**src/rtl/keylock_pkg.sv**
```systemverilog
// rtl/keylock_pkg.sv - shared arbiter state encoding, width defaults and blink presets
package keylock_pkg;

    localparam int TIME_W_DEF = 32;
    localparam int REPS_W_DEF = 8;

    typedef enum logic [2:0] {
        ST_IDLE  = 3'd0,
        ST_LOAD  = 3'd1,
        ST_RUN   = 3'd2,
        ST_DONE  = 3'd3,
        ST_ABORT = 3'd4
    } arb_state_t;

    // Blink presets in hwclk cycles at 12 MHz
    localparam logic [31:0] ERR_ON   = 32'd12_000_000;
    localparam logic [31:0] ERR_OFF  = 32'd6_000_000;
    localparam logic [7:0]  ERR_REPS = 8'd3;
    localparam logic [31:0] OK_ON    = 32'd2_400_000;
    localparam logic [31:0] OK_OFF   = 32'd2_400_000;
    localparam logic [7:0]  OK_REPS  = 8'd3;

endpackage

```
**src/rtl/prio_pick.sv**
```systemverilog
// rtl/prio_pick.sv - combinational lowest-index-wins one-hot selector
module prio_pick #(
    parameter int N = 3
) (
    input  logic [N-1:0] i_req,
    output logic [N-1:0] o_grant
);

    // Two's complement isolates the lowest set bit
    assign o_grant = i_req & (-i_req);

endmodule

```
**src/rtl/pattern_arbiter.sv**
```systemverilog
// rtl/pattern_arbiter.sv - fixed-priority arbiter sharing one blink-pattern generator
module pattern_arbiter
    import keylock_pkg::*;
#(
    parameter int NREQ    = 3,
    parameter int TIME_W  = TIME_W_DEF,
    parameter int REPS_W  = REPS_W_DEF,
    parameter int PREEMPT = 1
) (
    input  logic                     hwclk,
    input  logic                     resetN,
    input  logic [NREQ-1:0]          req,
    input  logic [NREQ*TIME_W-1:0]   req_ontime,
    input  logic [NREQ*TIME_W-1:0]   req_offtime,
    input  logic [NREQ*REPS_W-1:0]   req_reps,
    output logic [NREQ-1:0]          ack,
    output logic [NREQ-1:0]          abort,
    output logic                     busy,
    output logic [NREQ-1:0]          owner,
    output logic [TIME_W-1:0]        pat_ontime,
    output logic [TIME_W-1:0]        pat_offtime,
    output logic [REPS_W-1:0]        pat_reps,
    output logic                     pat_enable,
    input  logic                     pat_done,
    input  logic                     pat_bright,
    output logic [NREQ-1:0]          led_out
);

    arb_state_t        r_state;
    arb_state_t        w_next;
    logic [NREQ-1:0]   r_owner;
    logic [NREQ-1:0]   w_pick;
    logic [TIME_W-1:0] r_ontime;
    logic [TIME_W-1:0] r_offtime;
    logic [REPS_W-1:0] r_reps;
    logic [TIME_W-1:0] w_sel_on;
    logic [TIME_W-1:0] w_sel_off;
    logic [REPS_W-1:0] w_sel_reps;
    logic              w_preempt;

    prio_pick #(.N(NREQ)) u_pick (
        .i_req   (req),
        .o_grant (w_pick)
    );

    always_comb begin
        w_sel_on   = '0;
        w_sel_off  = '0;
        w_sel_reps = '0;
        for (int i = 0; i < NREQ; i++) begin
            if (w_pick[i]) begin
                w_sel_on   = req_ontime[i*TIME_W +: TIME_W];
                w_sel_off  = req_offtime[i*TIME_W +: TIME_W];
                w_sel_reps = req_reps[i*REPS_W +: REPS_W];
            end
        end
    end

    assign w_preempt = (PREEMPT != 0) && req[0] && !r_owner[0];

    always_comb begin
        w_next = r_state;
        case (r_state)
            ST_IDLE:  if (|req) w_next = ST_LOAD;
            ST_LOAD:  w_next = (r_reps == '0) ? ST_DONE : ST_RUN;
            ST_RUN: begin
                // A completing pattern is acked even if req[0] arrives together
                if (pat_done)       w_next = ST_DONE;
                else if (w_preempt) w_next = ST_ABORT;
            end
            ST_DONE:  w_next = ST_IDLE;
            ST_ABORT: w_next = ST_IDLE;
            default:  w_next = ST_IDLE;
        endcase
    end

    always_ff @(posedge hwclk) begin
        if (!resetN) begin
            r_state   <= ST_IDLE;
            r_owner   <= '0;
            r_ontime  <= '0;
            r_offtime <= '0;
            r_reps    <= '0;
        end else begin
            r_state <= w_next;
            if (r_state == ST_IDLE && (|req)) begin
                r_owner   <= w_pick;
                r_ontime  <= w_sel_on;
                r_offtime <= w_sel_off;
                r_reps    <= w_sel_reps;
            end else if (r_state == ST_DONE || r_state == ST_ABORT) begin
                r_owner <= '0;
            end
        end
    end

    assign busy        = (r_state != ST_IDLE);
    assign owner       = r_owner;
    assign pat_enable  = (r_state == ST_RUN);
    assign ack         = (r_state == ST_DONE)  ? r_owner : '0;
    assign abort       = (r_state == ST_ABORT) ? r_owner : '0;
    assign led_out     = (r_state == ST_RUN && pat_bright) ? r_owner : '0;
    assign pat_ontime  = r_ontime;
    assign pat_offtime = r_offtime;
    assign pat_reps    = r_reps;

endmodule

```
**config.mk**
```make
export PLATFORM = sky130hd
export DESIGN_NAME = pattern_arbiter
export DESIGN_NICKNAME = d
export VERILOG_FILES = /design/src/rtl/keylock_pkg.sv /design/src/rtl/prio_pick.sv /design/src/rtl/pattern_arbiter.sv
export SDC_FILE = /design/constraint.sdc
export NUM_CORES = 1
export LEC_CHECK = 0
export ABC_AREA = 1
export BUFFER_PORTS_ARGS = -buffer_cell sky130_fd_sc_hd__buf_2
export CAP_MARGIN = 25
export CORE_AREA = 2 2 120 122
export CTS_BUF_LIST = sky130_fd_sc_hd__clkbuf_4
export DETAILED_ROUTE_END_ITERATION = 8
export DIE_AREA = 0 0 122 124
export PLACE_DENSITY = 0.8
export SYNTH_ARGS = -nofsm -noshare
export SYNTH_HDL_FRONTEND = slang
export SYNTH_SLANG_ARGS = --single-unit
```
**constraint.sdc**
```tcl
create_clock -name hwclk -period 2.8 [get_ports hwclk]
set_input_delay 0.56 -clock hwclk [delete_from_list [all_inputs] [get_ports hwclk]]
set_output_delay 0.56 -clock hwclk [all_outputs]
set_load 0.05 [all_outputs]
```
== Yosys cells after proc, flatten, opt, wreduce, memory -nomap -nowiden ==
Cells that the tools add are included.
Word-level totals
  register bits: 78
  input port bits: 223
  logic and storage cells: 43
Operators by class
  add/sub/neg operators: 1
  equal/unequal tests: 6
  muxes and demuxes: 19
  bitwise logic cells: 1
  reductions and logical operators: 11
Operators by type and width (count)
  two-way mux 32 bit: 6
  two-way mux 3 bit: 8
  two-way mux 8 bit: 3
  case mux 3 bit (3 select lines): 1
  zero test 8 bit: 1
  == test 3 x 2 -> 1 bit (second input constant): 2
  bitwise AND 3 bit: 1
  == test 3 x 1 -> 1 bit (second input constant): 1
  == test 3 bit (second input constant): 1
  logical AND 1 bit: 3
  zero test 3 bit: 1
  != test 3 x 1 -> 1 bit (second input constant): 1
  negator 3 bit: 1
  nonzero test 3 bit: 1
  OR reduction 3 bit: 1
  != test 2 bit (second input constant): 1
  AND reduction 2 bit: 1
  nonzero test 2 bit: 1
  zero test 1 bit: 1
  logical OR 1 bit: 1
  two-way mux 1 bit: 1

== Depth between registers and ports, before layout ==
  word-level depth: 5
  mapped depth: 9
  mapped depth without buffers: 8

== Cells and area by module ==
From an unflattened synthesis, not the netlist that was laid out.
Unflattened totals
  cell total of the unflattened synthesis: 779
  area total of the unflattened synthesis: 4541.9 um^2
Modules (own cells, without submodules)
  pattern_arbiter: instances 1, cells each 773, area an instance 4513.1 um^2, sequential area each 1561.5 um^2
  prio_pick: instances 1, cells each 6, area an instance 28.8 um^2, sequential area each 0.0 um^2

== Least setup slack after synthesis ==
Ideal clock, no wire load.
  path type: reg2out
  start: register r_state[1]
  end: output port led_out[0]
  data arrival time: 2580 ps
  path slack: -340 ps
  cell stages (with the launch flop): 5
  path buffers: 0
  cells stage by stage: dfxtp_1 > inv_2 > nor3_1 > nand2_1 > nor2_1
Between the ends
  word-level cells in the longest chain between the ends: 3
RTL lines
  from (decl): line pattern_arbiter.sv:29  | arb_state_t r_state;
  from (signal assigned): line pattern_arbiter.sv:85  | r_state <= w_next;
  == test 3 x 2 -> 1 bit
  net pat_enable: line pattern_arbiter.sv:23  | output logic pat_enable,
  logical AND 1 bit: line pattern_arbiter.sv:102  | assign led_out = (r_state == ST_RUN && pat_bright) ? r_owner : '0;
  two-way mux 3 bit: line pattern_arbiter.sv:102
  to (decl): line pattern_arbiter.sv:26  | output logic [NREQ-1:0] led_out
The timed path passes the listed nets, and every way through them passes these cells.

== Worst setup path after layout ==
  start: register r_state[1]
  end: output port led_out[1]
Between the ends
  word-level cells in the longest chain between the ends: 3
RTL lines (line)
  == test 3 x 2 -> 1 bit: pattern_arbiter.sv:102
  logical AND 1 bit: pattern_arbiter.sv:102
  two-way mux 3 bit: pattern_arbiter.sv:102
Every way passes these cells.

==> flow_summary.json <==
{
  "synth-compound-area-share_pct": 0.6710,
  "cpMaxStageDelayCell": "dfxtp_1",
  "cp-end-kind": "primary output",
  "clock-root-buffer": "clkbuf_4",
  "yosysTopAreaCell": "nand2_1",
  "io_buffers": 308,
  "setup-tns-final_ns": 0,
  "finClkSkew_ns": 0.01248,
  "synthTopCellsByArea": "nand2_1 (39%), dfxtp_1 (32%), nor2_1 (12%), inv_1 (6.3%), buf_6 (3.0%)",
  "synth_cell_type_count": 18,
  "netlist_instances": 904,
  "synth_edf_count": 0,
  "status": "finished clean",
  "worst_skew_pair.late_latency_ns": 0.42,
  "grt_antenna_before_repair": 0,
  "dr.pass1.iters": 6,
  "max_slew_margin_pct": 48.88,
  "die_y_um": 124,
  "dpl.cell_count": 1356,
  "fin_cells": 1372,
  "synthFlopType": "dfxtp_1",
  "synth_warnings": 0,
  "drt_iter0_markers": 262,
  "final.min_clock_period_ns": 2.247,
  "cts_resized": 0,
  "synth_xor_area_share_pct": 0,
  "finalSetupViolCount": 0,
  "yosysTopAreaCellShare_pct": 39.33,
  "required_ns": 2.24,
  "path_class": "register to primary output",
  "cts_buffers": 9,
  "die_w_um": 122,
  "max_stage_delay_ns": 0.41,
  "cts_setup_buffers": 0,
  "floorplan.rows": 43,
  "drcViolationCount": 0,
  "yosys.area_share.simple_pct": 54.55,
  "fin_crit_sh_pct": 80.26,
  "crit_fanout": 5,
  "ys_seq_elements": 78,
  "clock-sinks": 78,
  "die_area_um2": 15130,
  "syn-num-nets": 1127,
  "grt_setup_unrepaired": "no",
  "synthAdderAreaFrac_pct": 0,
  "tightest_slew_ns": 0.7668,
  "syn_area_um2": 4848,
  "avgViaCountPerCell": 4.251,
  "cts_tree": "yes",
  "gp_congestion": 0.8175,
  "max_freq_mhz": 445.0,
  "grt_pass1_wl_um": 22600,
  "synth_mux_area_share_pct": 0,
  "clk_pin_slew_ns": 0.11,
  "drtAntennaViolNets": 0,
  "placed_cell_area_um2": 6454,
  "syn-mean-instance-area_um2": 5.363,
  "power_density_nw_per_um2": 679.2,
  "wl_per_cell_um": 10.95,
  "total_power_mw": 4.484,
  "wl_um": 15030,
  "worstPathArrival_ns": 1.69,
  "critPathLaunchType": "register",
  "layout_setup_ws_ns": 0.5528,
  "cts_hold_buf": 0,
  "maxCapViolations": 0,
  "synth_top_family_by_area": "simple AND/OR/NAND/NOR gates",
  "dp_hpwl_um": 11190,
  "hp-class": "primary input to register",
  "power_leakage_nw": 4.046,
  "coreArea_um2": 13720,
  "grt.overflow.total": 0,
  "grt_pass1_vias": 5084,
  "pre_cts_ws_ns": 0.7710,
  "synthTopCellsByCount": "nand2_1 (508), nor2_1 (158), inv_1 (82), dfxtp_1 (78)",
  "postSynth.asyncResetShare_pct": 0,
  "path_cells": "inv_2 > nor3_2 > nand2_1 > nor2_1 > buf_2",
  "nNetsFinal": 1410,
  "synth.most_common_cell": "nand2_1",
  "grt_usage_pct": 19.08,
  "vias": 5832,
  "finalMaxSlewViolations": 0,
  "grt_start_max_net_pins": 76,
  "start_util_pct": 35.34,
  "seq_area_frac_synth_pct": 32.21,
  "area_growth_pct": 36.15,
  "hold_viol": 0,
  "peakVddDrop_uv": 331.4,
  "fin_hold_ws_ns": 0.4222,
  "finalInstanceArea_um2": 6601,
  "htree_levels": 3,
  "num_io_pins": 309,
  "drive_above_1_share_pct": 29.22,
  "post-route-util_pct": 48.12,
  "ctsLongestPathBuffers": 2
}
[metal layers]
metal,GRT usage (%),vias to the layer above,part of all wire (%)
met2,35.13,219,49
met4,7.974,0,2.3
li1,-,3186,-
met5,0,-,0
met1,20.18,2406,41
met3,5.861,21,8.1
[logic make-up after synthesis]
family	count (synthesis)
and+or+nand+nor	689
buffers and inverters	131
DFF	78
AOI/OAI and AO/OA	6
[cell usage in the layout (no fill, tap or decap)]
master	count
a21oi_1	4
dfxtp_1	78
bufinv_16	2
buf_12	4
nor2_1	158
clkinv_1	2
inv_2	4
inv_1	82
nand2_2	11
buf_4	5
o21ai_0	1
nand3_1	6
nand2_1	507
nor3_2	1
nand4_1	3
o211ai_1	1
clkinv_2	2
nor4_1	1
nor2_2	1
buf_2	308
clkbuf_4	9
diode_2	1
nor3_4	1
[layout make-up]
class / count / area [um2]
Antenna cell: 1 / 2.502
Timing Repair Buffer: 317 / 1659
Clock inverter: 6 / 77.57
Clock buffer: 9 / 67.56
Fill cell: 1504 / 7118
Tap cell: 180 / 225.2
Multi-Input combinational cell: 695 / 2685
Sequential cell: 78 / 1562
Inverter: 86 / 322.8
[critical path, delay by kind of cell, from the launching register on]
kind,cells,cell delay [ns]
flip-flops,1,0.41
buffers and inverters,2,0.34
AND/OR/NAND/NOR,3,0.53
[power breakdown]
group          internal [mW]  switching (mW)
Clock                  0.349           0.379
Sequential              1.34           0.113
Combinational          0.630            1.67
[state kept, by name (all words and copies together), names as in the netlist]
name         count
pat_ontime      32
pat_reps         8
owner            3
r_state          3
pat_offtime     32
[worst paths after layout]
kind | from | endpoint | slack [ns] | cells past startpoint
worst max register to register | r_state[0] | pat_offtime[8] | 0.92 | 9
worst min register to register | owner[1] | owner[1] | 0.51 | 2
worst max-delay path | r_state[1] | led_out[1] | 0.55 | 5
worst min-delay path | pat_done | r_state[2] | 0.42 | 4
Power figures use the tool's default switching activity.
